File: src/rtl/cordic_rot_seq.sv
// Iterative rotation-mode CORDIC: quadrant fold followed by ITER shared-adder
// micro-rotations, with a valid/ready handshake on both sides.
module cordic_rot_seq #(
  parameter int WIDTH      = 16,
  parameter int WIDTH_WIRE = 18,
  parameter int ITER       = 12
) (
  input  logic                         clk,
  input  logic                         rst_n,
  input  logic                         in_valid,
  output logic                         in_ready,
  input  logic signed [WIDTH_WIRE-1:0] x_in,
  input  logic signed [WIDTH_WIRE-1:0] y_in,
  input  logic        [WIDTH-1:0]      z_in,
  output logic                         out_valid,
  input  logic                         out_ready,
  output logic signed [WIDTH_WIRE-1:0] x_out,
  output logic signed [WIDTH_WIRE-1:0] y_out,
  output logic                         angle_err,
  output logic                         busy
);

  localparam int CW = 4;
  localparam logic [CW-1:0] LAST_IT = CW'(ITER - 1);

  // Angle landmarks at 4096 LSB/rad.
  localparam logic [WIDTH-1:0] HALF_PI       = WIDTH'(6433);
  localparam logic [WIDTH-1:0] PI_ANG        = WIDTH'(12867);
  localparam logic [WIDTH-1:0] THREE_HALF_PI = WIDTH'(19301);
  localparam logic [WIDTH-1:0] TWO_PI        = WIDTH'(25735);

  typedef enum logic [1:0] {
    S_IDLE,
    S_FOLD,
    S_ITER,
    S_DONE
  } state_t;

  state_t                       state_q, state_d;
  logic signed [WIDTH_WIRE-1:0] x_q, x_d;
  logic signed [WIDTH_WIRE-1:0] y_q, y_d;
  logic signed [WIDTH:0]        z_q, z_d;
  logic signed [WIDTH_WIRE-1:0] xo_q, xo_d;
  logic signed [WIDTH_WIRE-1:0] yo_q, yo_d;
  logic        [CW-1:0]         i_q, i_d;
  logic                         err_q, err_d;

  logic        [WIDTH-1:0]      z_u;
  logic signed [WIDTH_WIRE-1:0] x_sh, y_sh;
  logic signed [WIDTH:0]        atan_i;

  function automatic logic signed [WIDTH:0] atan_lut(input logic [CW-1:0] idx);
    logic signed [WIDTH:0] v;
    v = '0;
    case (idx)
      4'd0:    v = (WIDTH+1)'(3217);
      4'd1:    v = (WIDTH+1)'(1899);
      4'd2:    v = (WIDTH+1)'(1003);
      4'd3:    v = (WIDTH+1)'(509);
      4'd4:    v = (WIDTH+1)'(256);
      4'd5:    v = (WIDTH+1)'(128);
      4'd6:    v = (WIDTH+1)'(64);
      4'd7:    v = (WIDTH+1)'(32);
      4'd8:    v = (WIDTH+1)'(16);
      4'd9:    v = (WIDTH+1)'(8);
      4'd10:   v = (WIDTH+1)'(4);
      4'd11:   v = (WIDTH+1)'(2);
      4'd12:   v = (WIDTH+1)'(1);
      default: v = '0;
    endcase
    return v;
  endfunction

  // The residual angle is non-negative until the micro-rotations start, so
  // its low WIDTH bits are the unsigned accepted angle during FOLD.
  assign z_u    = z_q[WIDTH-1:0];
  assign x_sh   = x_q >>> i_q;
  assign y_sh   = y_q >>> i_q;
  assign atan_i = atan_lut(i_q);

  always_comb begin
    state_d = state_q;
    x_d     = x_q;
    y_d     = y_q;
    z_d     = z_q;
    xo_d    = xo_q;
    yo_d    = yo_q;
    i_d     = i_q;
    err_d   = err_q;

    unique case (state_q)
      S_IDLE: begin
        if (in_valid) begin
          x_d     = x_in;
          y_d     = y_in;
          z_d     = {1'b0, z_in};
          state_d = S_FOLD;
        end
      end

      S_FOLD: begin
        err_d   = 1'b0;
        i_d     = '0;
        state_d = S_ITER;
        if (z_u >= TWO_PI) begin
          z_d   = '0;
          err_d = 1'b1;
        end else if (z_u >= THREE_HALF_PI) begin
          x_d = y_q;
          y_d = -x_q;
          z_d = z_q - {1'b0, THREE_HALF_PI};
        end else if (z_u >= PI_ANG) begin
          x_d = -x_q;
          y_d = -y_q;
          z_d = z_q - {1'b0, PI_ANG};
        end else if (z_u >= HALF_PI) begin
          x_d = -y_q;
          y_d = x_q;
          z_d = z_q - {1'b0, HALF_PI};
        end
      end

      S_ITER: begin
        if (!z_q[WIDTH]) begin
          x_d = x_q - y_sh;
          y_d = y_q + x_sh;
          z_d = z_q - atan_i;
        end else begin
          x_d = x_q + y_sh;
          y_d = y_q - x_sh;
          z_d = z_q + atan_i;
        end
        // Capture the result separately so it survives the next acceptance.
        if (i_q == LAST_IT) begin
          xo_d    = x_d;
          yo_d    = y_d;
          i_d     = '0;
          state_d = S_DONE;
        end else begin
          i_d = i_q + CW'(1);
        end
      end

      S_DONE: begin
        if (out_ready) begin
          state_d = S_IDLE;
        end
      end

      default: state_d = S_IDLE;
    endcase
  end

  always_ff @(posedge clk or negedge rst_n) begin
    if (!rst_n) begin
      state_q <= S_IDLE;
      x_q     <= '0;
      y_q     <= '0;
      z_q     <= '0;
      xo_q    <= '0;
      yo_q    <= '0;
      i_q     <= '0;
      err_q   <= 1'b0;
    end else begin
      state_q <= state_d;
      x_q     <= x_d;
      y_q     <= y_d;
      z_q     <= z_d;
      xo_q    <= xo_d;
      yo_q    <= yo_d;
      i_q     <= i_d;
      err_q   <= err_d;
    end
  end

  assign in_ready  = (state_q == S_IDLE);
  assign out_valid = (state_q == S_DONE);
  assign busy      = (state_q != S_IDLE);
  assign x_out     = xo_q;
  assign y_out     = yo_q;
  assign angle_err = err_q;

endmodule

File: config.mk
export PLATFORM = sky130hd
export DESIGN_NAME = cordic_rot_seq
export DESIGN_NICKNAME = d
export VERILOG_FILES = /design/src/rtl/cordic_rot_seq.sv
export SDC_FILE = /design/constraint.sdc
export NUM_CORES = 1
export LEC_CHECK = 0
export BUFFER_PORTS_ARGS = -buffer_cell sky130_fd_sc_hd__buf_2
export CORE_UTILIZATION = 45
export CTS_BUF_LIST = sky130_fd_sc_hd__clkbuf_16
export CTS_CLUSTER_DIAMETER = 150
export DETAILED_ROUTE_END_ITERATION = 16
export GPL_ROUTABILITY_DRIVEN = 0
export HOLD_SLACK_MARGIN = 0.1
export SLEW_MARGIN = 20
export SYNTH_ARGS = -nofsm -noshare
export SYNTH_HDL_FRONTEND = slang
export SYNTH_SLANG_ARGS = --single-unit
File: constraint.sdc
create_clock -name clk -period 6.4 [get_ports clk]
set_input_delay 0 -clock clk [delete_from_list [all_inputs] [get_ports clk]]
set_output_delay 0 -clock clk [all_outputs]
set_load 0.02 [all_outputs]
==> qor.csv <==
metric;value;unit
status;finished, final reports clean;
numPortBuffers;95;
hold_viol;0;
placed_area;12800;um^2
tightest_slew;863;ps
hpwl;32.7;mm
ant_nets;0;
yosysWarnings;0;
period_needed;5910;ps
synth-seq-cells;96;
dpl_worst_slack;466;ps
slew_headroom;0.417;
cp-end-kind;flop;
yosysSeqAreaShare;0.195;
synth_area;12300;um^2
clock-root-buffer;clkbuf_16;
synth-xor-area-share;0.0861;
drc;0;
required;6650;ps
routed-via-count;12500;
grt_overflow;0;
grt_pass1_wl;69.6;mm
clockBufferDepth;2;
drive_gt1_frac;0.157;
clk_pin_slew;80;ps
path_class;flop to flop;
grt_max_degree;64;
firstDrtPassIters;6;
nets;1743;
register_area;2410;um^2
drv_cap;0;
core_area;26900;um^2
postSynthAreaPerCell;7.98;um^2
postCtsSetupBuffers;0;
slew_violations;0;
synthAdderAreaFrac;0.0833;
netlist_instances;1541;
synth_compound_gate_area_share;0.265;
antenna_found_initial;1;
viasPerCell;6.41;
post-route-period-util;0.923;
layout_setup_ws;493;ps
synthFlopType;dfrtp_1;
critPathArrivalTime;6160;ps
synth_mux_area_frac;0.113;
fillers;2630;
ys_async_sr_fraction;1.00;
synthSimpleGateAreaFrac;0.188;
synth_edf_count;0;
syn-num-nets;1674;
multi_input_area;9070;um^2
start_util;0.457;
drt_iter0_drc;1288;
cts_tree;done;
synth_top_family_by_area;compound AO/OA/AOI/OAI gates;
hold_class;input pin to async pin;
chipHeight;167;um
die-area;28000;um^2
die_w;167;um
placementRows;60;
cts_buffers;9;
max_freq;169;MHz
clock_sinks;96;
final_cell_area;13600;um^2
grt_pass1_vias;11800;
worstSetupStartpointType;flop;
setup_tns;0;ps
clk-insertion-delay-late;370;ps
avgRoutedWirePerCell;23.0;um
grt_usage;0.321;
ys_types;92;
crit_fanout;26;
h-tree-depth;3;
setup_viol;0;
rsz0062_at_grt;false;
area_growth;11.0;%
drt-total-wl;45.1;mm
finClkSkew;9.91;ps
boundaryPins;96;
-- path summary, 6_finish.rpt --
check / from / end / slack (ps) / cells past startpoint
min in group clk: y_in[13] / y_q[13] / 230 / 4
worst min register to register: y_out[2] / y_out[2] / 480 / 2
worst min-delay path: rst_n / y_out[14] / 140 / 2
max in group asynchronous: rst_n / angle_err / 4990 / 3
worst max-delay path: i_q[1] / x_q[16] / 490 / 18
worst max register to register: i_q[1] / x_q[16] / 490 / 18
-- routing by layer --
layer | wire length (um) | track usage | up-vias
met3 | 4590 | 0.0745 | 111
met2 | 19500 | 0.483 | 653
met1 | 19000 | 0.435 | 5967
met5 | 0 | 0 | -
li1 | - | - | 5813
met4 | 1940 | 0.150 | 0
-- timing repair --
item	in CTS	in global routing
gates resized for setup	0	3
setup endpoints to repair	0	2
hold buffers	51	0
hold endpoints to repair	83	0
-- worst max-delay path, stage by stage (launching register included) --
cell       delay, ps
dfrtp_4          660
buf_4            310
mux4_2           340
a22oi_1          200
o21ai_0          300
nor4_2           490
and2_1           210
nor2_1            50
xor2_1           150
ha_1             220
or3_1            400
a2111oi_0        650
o31ai_1          320
a2111oi_0        610
o21ai_0          210
o211ai_1         150
xnor2_1          140
a221oi_1         290
nor2_1            60
-- layout make-up --
| cell class | instances | share of cell area |
|---|---|---|
| diodes | 1 | 0.000183 |
| multi-input cells | 1279 | 0.664 |
| flip-flops and latches | 96 | 0.177 |
| well taps | 341 | 0.0313 |
| inverters | 39 | 0.0107 |
| clock buffers | 9 | 0.0165 |
| clock inverters | 7 | 0.00633 |
| repair buffers | 185 | 0.0939 |
-- registers in the layout, indices dropped and copies added, names as in the netlist --
signal / cells
x_out: 18
x_q: 18
y_out: 18
y_q: 18
z_q: 17
i_q: 4
state_q: 2
angle_err: 1
-- Yosys cell counts (5+ instances only) --
| master | instances | area [um^2] |
|---|---|---|
| and2_1 | 8 | 50.1 |
| nor3b_1 | 12 | 90.1 |
| buf_1 | 7 | 26.3 |
| mux2i_1 | 13 | 130 |
| or2_2 | 8 | 50.1 |
| a31oi_1 | 25 | 156 |
| a211oi_1 | 29 | 218 |
| clkbuf_8 | 15 | 206 |
| o221ai_1 | 20 | 175 |
| o2bb2ai_1 | 5 | 43.8 |
| nor4_1 | 7 | 43.8 |
| dfrtp_1 | 96 | 2400 |
| mux4_1 | 6 | 158 |
| nor3_1 | 41 | 205 |
| o21a_1 | 16 | 120 |
| nor2_1 | 160 | 601 |
| and3_1 | 11 | 68.8 |
| a21boi_0 | 6 | 45.0 |
| or3_1 | 18 | 113 |
| nand2b_1 | 13 | 81.3 |
| xor2_1 | 50 | 438 |
| buf_6 | 10 | 113 |
| mux2_2 | 36 | 405 |
| a221oi_1 | 9 | 78.8 |
| nand3_1 | 26 | 130 |
| o31ai_1 | 20 | 150 |
| mux4_2 | 30 | 676 |
| o21bai_1 | 6 | 45.0 |
| inv_1 | 38 | 143 |
| a32oi_1 | 5 | 43.8 |
| a22oi_1 | 9 | 67.6 |
| nand2_1 | 140 | 526 |
| xnor2_1 | 69 | 604 |
| o211ai_1 | 22 | 165 |
| o21ai_0 | 119 | 596 |
| clkbuf_1 | 90 | 338 |
| a211o_1 | 7 | 61.3 |
| a21o_1 | 24 | 180 |
| a21oi_1 | 125 | 626 |
| nor2b_1 | 19 | 119 |
| o22ai_1 | 13 | 81.3 |
| ha_1 | 73 | 913 |
-- stage by stage --
step | hold WS [ps] | utilization | instances
final | 144 | 0.508 | 1957
after global routing | 190 | 0.508 | 1957
after CTS | 154 | 0.507 | 1956
after detailed placement | 12.9 | 0.477 | 1889
after global placement | 7.53 | 0.477 | 1889
after floorplan | -296 | - | 1541
-- cells in the final DEF (no fill, tap or decap), types with 11 or more instances in the layout --
cell,count
a211oi_1,29
a21o_1,24
a21oi_1,125
a31oi_1,24
and3_1,11
buf_2,94
buf_4,40
dfrtp_1,93
dlygate4sd3_1,51
ha_1,71
inv_1,38
mux2_2,36
mux2i_1,13
mux4_2,30
nand2_1,140
nand2b_1,13
nand3_1,25
nor2_1,159
nor2b_1,19
nor3_1,41
nor3b_1,12
o211ai_1,22
o21a_1,16
o21ai_0,119
o221ai_1,20
o22ai_1,13
o31ai_1,20
or3_1,17
xnor2_1,69
xor2_1,50
-- cells by family after synthesis --
logic type	after synthesis
buf+inv	166
fa+ha+maj	80
compound gates	502
flops	96
xor+xnor	120
simple gates	491
mux	86
Power is left out: the tool's default activity adds up to more than one toggle a clock period on the data nets, which glitch-free logic cannot reach.
